===== src/rtl/uart_pkg.sv =====
// Shared UART frame definitions: receiver FSM encoding, parity types and line levels.
// The TX side uses the same line-level and parity constants.
package uart_pkg;

  typedef enum logic [2:0] {
    IDLE,
    START,
    DATA,
    PARITY,
    STOP
  } rx_state_e;

  localparam logic PAR_EVEN  = 1'b0;
  localparam logic PAR_ODD   = 1'b1;
  localparam logic START_BIT = 1'b0;
  localparam logic STOP_BIT  = 1'b1;

  // Parity bit the far end should have sent, given the XOR of the payload.
  function automatic logic par_bit(input logic xor_v, input logic typ);
    case (typ)
      PAR_EVEN: par_bit = xor_v;
      PAR_ODD:  par_bit = ~xor_v;
      default:  par_bit = xor_v;
    endcase
  endfunction

endpackage


===== src/rtl/uart_rx_sampler.sv =====
// Three-point sampler around mid-bit with majority vote; bit_o is settled by edge_cnt = P-1.
// No flow control: it follows the edge counter driven by the receiver FSM.
module uart_rx_sampler
  import uart_pkg::*;
#(
  parameter int PRESC_W = 6
) (
  input  logic               CLK,
  input  logic               RST,
  input  logic               RX_IN,
  input  logic [PRESC_W-1:0] edge_cnt_i,
  input  logic [PRESC_W-1:0] presc_i,
  output logic               bit_o
);

  logic [2:0]         samp_q;
  logic [2:0]         samp_d;
  logic [PRESC_W-1:0] mid;
  logic               at_sample;

  assign mid       = presc_i >> 1;
  assign at_sample = (edge_cnt_i == mid - PRESC_W'(1)) ||
                     (edge_cnt_i == mid) ||
                     (edge_cnt_i == mid + PRESC_W'(1));

  always_comb begin
    samp_d = samp_q;
    if (at_sample) begin
      samp_d = {samp_q[1:0], RX_IN};
    end
  end

  always_ff @(posedge CLK) begin
    if (!RST) begin
      samp_q <= {3{STOP_BIT}};
    end else begin
      samp_q <= samp_d;
    end
  end

  assign bit_o = (samp_q[0] & samp_q[1]) | (samp_q[0] & samp_q[2]) | (samp_q[1] & samp_q[2]);

endmodule


===== src/rtl/uart_rx.sv =====
// UART receiver: start/data/parity/stop deframing on the oversampling clock.
// DATA_VALID rises (1 + DATA_WIDTH + PAR_EN)*P + P cycles after the start edge; no backpressure.
module uart_rx
  import uart_pkg::*;
#(
  parameter int DATA_WIDTH = 8,
  parameter int PRESC_W    = 6
) (
  input  logic                  CLK,
  input  logic                  RST,
  input  logic                  RX_IN,
  input  logic [PRESC_W-1:0]    PRESCALE,
  input  logic                  PAR_EN,
  input  logic                  PAR_TYP,
  output logic [DATA_WIDTH-1:0] P_DATA,
  output logic                  DATA_VALID,
  output logic                  PAR_ERR,
  output logic                  STP_ERR
);

  localparam int              BCW      = (DATA_WIDTH > 1) ? $clog2(DATA_WIDTH) : 1;
  localparam logic [BCW-1:0]  LAST_BIT = BCW'(DATA_WIDTH - 1);

  rx_state_e             state_q,      state_d;
  logic [PRESC_W-1:0]    edge_cnt_q,   edge_cnt_d;
  logic [BCW-1:0]        bit_cnt_q,    bit_cnt_d;
  logic [PRESC_W-1:0]    presc_q,      presc_d;
  logic                  par_en_q,     par_en_d;
  logic                  par_typ_q,    par_typ_d;
  logic [DATA_WIDTH-1:0] shift_q,      shift_d;
  logic                  frame_perr_q, frame_perr_d;
  logic [DATA_WIDTH-1:0] p_data_q,     p_data_d;
  logic                  dv_q,         dv_d;
  logic                  perr_q,       perr_d;
  logic                  serr_q,       serr_d;

  logic samp_bit;
  logic decision;

  uart_rx_sampler #(
    .PRESC_W (PRESC_W)
  ) u_sampler (
    .CLK        (CLK),
    .RST        (RST),
    .RX_IN      (RX_IN),
    .edge_cnt_i (edge_cnt_q),
    .presc_i    (presc_q),
    .bit_o      (samp_bit)
  );

  assign decision = (edge_cnt_q == presc_q - PRESC_W'(1));

  always_comb begin
    state_d      = state_q;
    edge_cnt_d   = edge_cnt_q;
    bit_cnt_d    = bit_cnt_q;
    presc_d      = presc_q;
    par_en_d     = par_en_q;
    par_typ_d    = par_typ_q;
    shift_d      = shift_q;
    frame_perr_d = frame_perr_q;
    p_data_d     = p_data_q;
    dv_d         = 1'b0;
    perr_d       = 1'b0;
    serr_d       = 1'b0;

    if (state_q != IDLE) begin
      edge_cnt_d = decision ? '0 : edge_cnt_q + PRESC_W'(1);
    end

    case (state_q)
      IDLE: begin
        edge_cnt_d = '0;
        bit_cnt_d  = '0;
        // The cycle the falling edge is seen is edge 0 of the start bit.
        if (RX_IN == START_BIT) begin
          state_d      = START;
          edge_cnt_d   = PRESC_W'(1);
          presc_d      = PRESCALE;
          par_en_d     = PAR_EN;
          par_typ_d    = PAR_TYP;
          frame_perr_d = 1'b0;
        end
      end
      START: begin
        if (decision) begin
          state_d   = (samp_bit == START_BIT) ? DATA : IDLE;
          bit_cnt_d = '0;
        end
      end
      DATA: begin
        if (decision) begin
          shift_d[bit_cnt_q] = samp_bit;
          if (bit_cnt_q == LAST_BIT) begin
            bit_cnt_d = '0;
            state_d   = par_en_q ? PARITY : STOP;
          end else begin
            bit_cnt_d = bit_cnt_q + BCW'(1);
          end
        end
      end
      PARITY: begin
        if (decision) begin
          if (samp_bit != par_bit(^shift_q, par_typ_q)) begin
            perr_d       = 1'b1;
            frame_perr_d = 1'b1;
          end
          state_d = STOP;
        end
      end
      STOP: begin
        if (decision) begin
          if (samp_bit == STOP_BIT) begin
            if (!frame_perr_q) begin
              p_data_d = shift_q;
              dv_d     = 1'b1;
            end
          end else begin
            serr_d = 1'b1;
          end
          // A line already low here is the next start bit; skip IDLE.
          if (RX_IN == START_BIT) begin
            state_d      = START;
            edge_cnt_d   = PRESC_W'(1);
            presc_d      = PRESCALE;
            par_en_d     = PAR_EN;
            par_typ_d    = PAR_TYP;
            frame_perr_d = 1'b0;
          end else begin
            state_d = IDLE;
          end
        end
      end
      default: begin
        state_d    = IDLE;
        edge_cnt_d = '0;
        bit_cnt_d  = '0;
      end
    endcase
  end

  always_ff @(posedge CLK) begin
    if (!RST) begin
      state_q      <= IDLE;
      edge_cnt_q   <= '0;
      bit_cnt_q    <= '0;
      presc_q      <= '0;
      par_en_q     <= 1'b0;
      par_typ_q    <= 1'b0;
      shift_q      <= '0;
      frame_perr_q <= 1'b0;
      p_data_q     <= '0;
      dv_q         <= 1'b0;
      perr_q       <= 1'b0;
      serr_q       <= 1'b0;
    end else begin
      state_q      <= state_d;
      edge_cnt_q   <= edge_cnt_d;
      bit_cnt_q    <= bit_cnt_d;
      presc_q      <= presc_d;
      par_en_q     <= par_en_d;
      par_typ_q    <= par_typ_d;
      shift_q      <= shift_d;
      frame_perr_q <= frame_perr_d;
      p_data_q     <= p_data_d;
      dv_q         <= dv_d;
      perr_q       <= perr_d;
      serr_q       <= serr_d;
    end
  end

  assign P_DATA     = p_data_q;
  assign DATA_VALID = dv_q;
  assign PAR_ERR    = perr_q;
  assign STP_ERR    = serr_q;

endmodule


===== config.mk =====
export PLATFORM = sky130hd
export DESIGN_NAME = uart_rx
export DESIGN_NICKNAME = d
export VERILOG_FILES = /design/src/rtl/uart_pkg.sv /design/src/rtl/uart_rx_sampler.sv /design/src/rtl/uart_rx.sv
export SDC_FILE = /design/constraint.sdc
export NUM_CORES = 1
export LEC_CHECK = 0
export BUFFER_PORTS_ARGS = -buffer_cell sky130_fd_sc_hd__buf_4
export CAP_MARGIN = 20
export CORE_ASPECT_RATIO = 0.9
export CORE_MARGIN = 1.5
export CORE_UTILIZATION = 25
export DETAILED_ROUTE_END_ITERATION = 10
export SLEW_MARGIN = 25
export SYNTH_ARGS = -nofsm -noshare
export SYNTH_HDL_FRONTEND = slang
export SYNTH_HIERARCHICAL = 1
export SYNTH_SLANG_ARGS = --single-unit

===== constraint.sdc =====
create_clock -name CLK -period 2.55 [get_ports CLK]
set_input_delay 0.255 -clock CLK [delete_from_list [all_inputs] [get_ports CLK]]
set_output_delay 0.255 -clock CLK [all_outputs]
set_load 0.1 [all_outputs]

After elaboration in Yosys (flattened, before gate mapping)

Index checks and enable logic that the tools add are counted.

Add/subtract/negate cells: 5
Multipliers: 0
Div/mod/pow operators: 0
$lt $le $gt $ge: 2
Equal/unequal tests: 17
Shifts and indexed selects: 0
Muxes and demuxes: 43
Bitwise gates (word level): 9
Reduce and logical (&&, ||, !) cells: 19

Operator list:

| kind                                                | number |
|---|---|
| 2-to-1 mux 6 bit                                    | 6 |
| 2-to-1 mux 3 bit                                    | 10 |
| == test 6 bit                                       | 3 |
| case mux 6 bit (3 select lines)                     | 1 |
| 2-to-1 mux 1 bit                                    | 16 |
| case mux 3 bit (5 select lines)                     | 1 |
| inequality test 2 bit (second input constant)       | 7 |
| case mux 6 bit (2 select lines)                     | 1 |
| AND reduction 4 bit                                 | 3 |
| case mux 3 bit (3 select lines)                     | 1 |
| AND reduction 3 bit                                 | 3 |
| bitwise mux 8 bit                                   | 1 |
| XOR reduction 8 bit                                 | 1 |
| adder 5 x 1 -> 6 bit (second input constant)        | 1 |
| adder 6 x 1 -> 6 bit (second input constant)        | 1 |
| == test 3 x 2 -> 1 bit (second input constant)      | 2 |
| == test 3 bit (second input constant)               | 2 |
| == test 6 x 5 -> 1 bit                              | 1 |
| case mux 1 bit (2 select lines)                     | 3 |
| AND reduction 6 bit                                 | 1 |
| nonzero test 3 bit                                  | 2 |
| subtractor 5 x 1 -> 6 bit (second input constant)   | 1 |
| subtractor 6 x 1 -> 6 bit (second input constant)   | 1 |
| < comparator 3 x 4 -> 1 bit (second input constant) | 1 |
| other kinds (17)                                    | 25 |

Flip-flop bits (word level): 43
Latch bits: 0
RAM bits: 0
Bits in read-only memories: 0
Bits of input ports: 11
Output and inout bits: 11
Word-level logic and storage cells: 108
Memories kept: 0

Depth between registers and ports, before layout

Word-level depth: 9
Depth in mapped cells: 10
Gate-level depth less buffers: 8

Cells and area by module

Netlist, hierarchy kept.

Modules (own cells, without submodules):

| module          | instances | cells each | area an instance (µm²) | seq. area each (µm²) |
|---|---|---|---|---|
| uart_rx         | 1         | 250        | 2,192.1                | 800.8 |
| uart_rx_sampler | 1         | 60         | 446.7                  | 60.1 |

Worst setup path after synthesis

Ideal clock, no wire load.

Path kind: register to register
From: register presc_q[1]
To: register shift_q[2]
Arrival time: 2.258 ns
Data required time: 2.434 ns
Setup slack: 0.176 ns
Stages on the path, launching flop included: 10
Buffers on the path: 1
Cell sequence: dfxtp_1 inv_1 ha_1 o21ba_1 a221o_1 and2_4 buf_6 or4_1 mux2i_1 nor2b_1

Cells in the longest elaborated chain, start to end: 3

Ends and longest elaborated chain:

| element                              | RTL line       | RTL |
|---|---|---|
| start, declared                      | uart_rx.sv:27  | `logic [PRESC_W-1:0] presc_q, presc_d;` |
| start signal, assigned               | uart_rx.sv:160 | `presc_q <= presc_d;` |
| subtractor 6 x 1 -> 6 bit            | uart_rx.sv:51  | `assign decision = (edge_cnt_q == presc_q - PRESC_W'(1));` |
| == test 6 bit                        | uart_rx.sv:51  |  |
| AND reduction 2 bit (no source line) | --             |  |
| end signal, assigned                 | uart_rx.sv:163 | `shift_q <= shift_d;` |
| end, declared                        | uart_rx.sv:30  | `logic [DATA_WIDTH-1:0] shift_q, shift_d;` |

No other way between the ends.
A chain may end at the register's enable or synchronous reset.

Worst setup path after layout

From: register presc_q[0]
To: register shift_q[3]

The elaborated chain is that of the path after synthesis.

==> impl_metrics.py <==
metrics = {
    "outcome": {
        "status": "finished, final reports clean",
    },
    "logic_synthesis": {
        "synth.distinct_cells": 57,
        "syn_area_um2": 2640,
        "synth_edf_count": 0,
        "synthArstFlopShare": 0,
        "syn_avg_cell_area_um2": 8.51,
        "synthTopCellsByArea": "dfxtp_1 33%, mux2i_1 9.5%, xnor2_1 6.0%",
        "mappedNetlistNets": 327,
        "synth-seq-area-share": 0.326,
        "syn_inst": 310,
        "ys_ff_latch": 43,
        "yosys_most_used_dff": "dfxtp_1",
        "netlist.area_leader.share": 0.326,
        "synth_warnings": 6,
        "yosysTopAreaCell": "dfxtp_1",
    },
    "placed_design": {
        "gp_congestion": 0.816,
        "hpwl_mm": 4.17,
        "port_buffers": 21,
    },
    "pwr": {
        "power_density_nw_per_um2": 734,
        "p_leak_uw": 0.00119,
        "ir_drop_mv": 0.357,
        "p_int_uw": 1440,
        "sw_frac_of_total": 0.359,
        "pwr-share-clk": 0.272,
        "seq_power_share": 0.382,
        "combPwrFrac": 0.346,
        "p_switching_uw": 806,
    },
    "timing": {
        "period_share": 0.924,
        "relSlewSlack": 0.623,
        "setup-violations-final": 0,
        "rsz0062_at_grt": "false",
        "final_max_slew_viol_count": 0,
        "tns_ns": 0,
        "period_minus_slack_ns": 2.36,
        "whs_ns": 0.226,
        "tightest_slew_ns": 0.562,
        "hold_viol_final": 0,
        "fmax_ghz": 0.424,
        "finalClockSkew_ns": 0.00530,
    },
    "final_layout": {
        "final_common_cell": "dfxtp_1",
        "nNetsFinal": 348,
        "drive_gt1_frac": 0.127,
        "areaGrowthSynthToFinish_pct": 16.0,
        "mostFrequentLayoutCells": "43 x dfxtp_1, 37 x nand2_1, 30 x buf_4",
        "num_antenna_cells": 0,
        "nFillCells": 1107,
    },
    "die": {
        "die-area_um2": 11200,
        "die_w_um": 111,
        "num_rows": 35,
        "start_util": 0.258,
        "ios": 22,
        "die_y_um": 100,
        "core_um2": 10200,
    },
    "clocking": {
        "insertion_delay_ns": 0.28,
        "cts_hold_buffers": 0,
        "clockBufferDepth": 2,
        "path_clk_slew_ns": 0.06,
        "ctsRootBufferMaster": "clkbuf_16",
        "htreeDepth": 2,
        "cts.sinks": 43,
        "cts_inserted_buffers": 5,
        "cts_tree": "done",
    },
    "critical_path": {
        "r2r_setup_slack_ns": 0.19,
        "cp_slowest_cell": "or4_1",
        "cp_max_fo": 9,
        "reg2reg_to": "shift_q[3]",
        "critical_path_class": "flip-flop to flip-flop",
        "reg2regPathDepth": 8,
        "cp-start-kind": "flip-flop",
        "endpoint_kind": "flip-flop",
        "crit_required_ns": 2.72,
        "cp-endpoint": "shift_q[3]",
        "timing.rr.start": "presc_q[0]",
        "worst_ep_arrival_time_ns": 2.53,
        "slowest_delay_ns": 0.56,
        "critical_path.cell_chain": "inv_1, ha_1, o21ba_1, a221o_1, and2_4, or4_1, mux2i_1, nor2b_1",
        "crit_start": "presc_q[0]",
    },
    "route": {
        "avgRoutedWirePerCell_um": 12.5,
        "route.detailed.drc": 0,
        "vias_per_cell": 4.79,
        "drt_wl_total_mm": 5.75,
        "vias": 2208,
        "drtIter0Drc": 104,
        "dr.pass1.iters": 4,
        "drt.antenna.violating_nets": 0,
    },
    "global_route": {
        "grt.overflow.total": 0,
        "grt_pass1_wl_mm": 10.1,
        "antenna_found_initial": 0,
        "track_usage": 0.108,
        "grt_pass1_vias": 2041,
        "grt_max_degree": 49,
    },
    "run": {
        "maxCapViolCount": 0,
    },
    "min_path": {
        "hold_path_class": "input port to flip-flop",
    },
}
==> layer usage <==
metal,up-vias,wire length (µm),GRT usage
li1,1143,-,-
met1,1027,2940,0.155
met2,36,2580,0.170
met3,2,222,0.0241
met4,0,12,0.0156
met5,-,0,0
==> cells by family after synthesis <==
kind of cell	after synthesis	synth area share
simple gates	139	0.277
flops	43	0.326
compound gates	38	0.113
xor+xnor	31	0.103
buf+inv	27	0.0541
mux	25	0.0948
fa+ha+maj	7	0.0322
==> area by class of cell <==
class                      instances  area, µm²  area share
timing repair buffer              30        225      0.0736
clock buffer                       7        133      0.0433
clock inverter                     1       5.00     0.00163
tap                              129        161      0.0527
inverter                          11       41.3      0.0135
sequential                        43        861       0.281
multi-input combinational        240       1640       0.534
==> Yosys cell counts (2+ instances only) <==
master and count:
dfxtp_1 43, nand2_1 37, mux2i_1 25, nor2_1 22, nor2b_1 18, xnor2_1 18, xor2_1 13, nand3_1 12
inv_1 11, nor3_1 11, or4_1 8, clkbuf_1 6, ha_1 6, a21oi_1 5, o31ai_1 5, or3_1 5
o21ai_0 4, a31oi_1 3, a32o_1 3, buf_2 3, buf_4 3, nand2b_1 3, nand4_1 3, and3_1 2
and4_1 2, buf_6 2, nand3b_1 2, nand4b_1 2, nor3b_1 2, nor4_1 2, o2111a_1 2, o211ai_1 2
==> worst min path at each step <==
stage / startpoint / to / slack [ns] / cells past startpoint
2_1_floorplan: RST / u_sampler/samp_q[0] / 0.33 / 1
3_3_place_gp: presc_q[1] / presc_q[1] / 0.46 / 2
3_5_place_dp: presc_q[1] / presc_q[1] / 0.47 / 2
4_1_cts: PRESCALE[1] / presc_q[1] / 0.23 / 3
5_1_grt: PRESCALE[3] / presc_q[3] / 0.22 / 3
6_report: PRESCALE[3] / presc_q[3] / 0.23 / 3
==> timing repair <==
item                                    4_1_cts  5_1_grt
buffers inserted                              0        1
endpoints found under the setup margin        0        2
resized for setup                             0        0
==> worst max-delay path: cells and delay by family, from the launching register on <==
kind / cells / cell delay, ns
AO/OA/AOI/OAI: 2 / 0.56
adder cells (fa/ha/maj): 1 / 0.25
buffers and inverters: 1 / 0.07
flip-flops: 1 / 0.41
multiplexers: 1 / 0.16
AND/OR/NAND/NOR: 3 / 0.80
==> power by group through the flow <==
| stage | logic [µW] | registers (µW) | clock network (µW) |
|---|---|---|---|
| final | 777 | 859 | 612 |
| after CTS | 773 | 858 | 624 |
| after detailed placement | 771 | 871 | 0 |
| after floorplan | 669 | 818 | 0 |
| after global placement | 751 | 868 | 0 |
| after global routing | 871 | 872 | 668 |
==> through the flow <==
stage | worst slack [ns] | power, µW | util | cells | cell area, µm²
after floorplan | 0.176 | 1490 | - | 310 | 2640
after global placement | 0.282 | 1620 | 0.285 | 452 | 2920
after detailed placement | 0.232 | 1640 | 0.285 | 452 | 2920
after CTS | 0.213 | 2250 | 0.298 | 460 | 3050
after global routing | 0.0796 | 2410 | 0.299 | 461 | 3060
final | 0.194 | 2250 | 0.299 | 461 | 3060
==> registers in the layout, indices dropped and copies added, names as in the netlist <==
name and cells:
state_q 3, STP_ERR 1, edge_cnt_q 6, par_typ_q 1, DATA_VALID 1, frame_perr_q 1, par_en_q 1, u_sampler/samp_q 3
bit_cnt_q 3, PAR_ERR 1, shift_q 8, presc_q 6, P_DATA 8
Power figures use the tool's default switching activity.
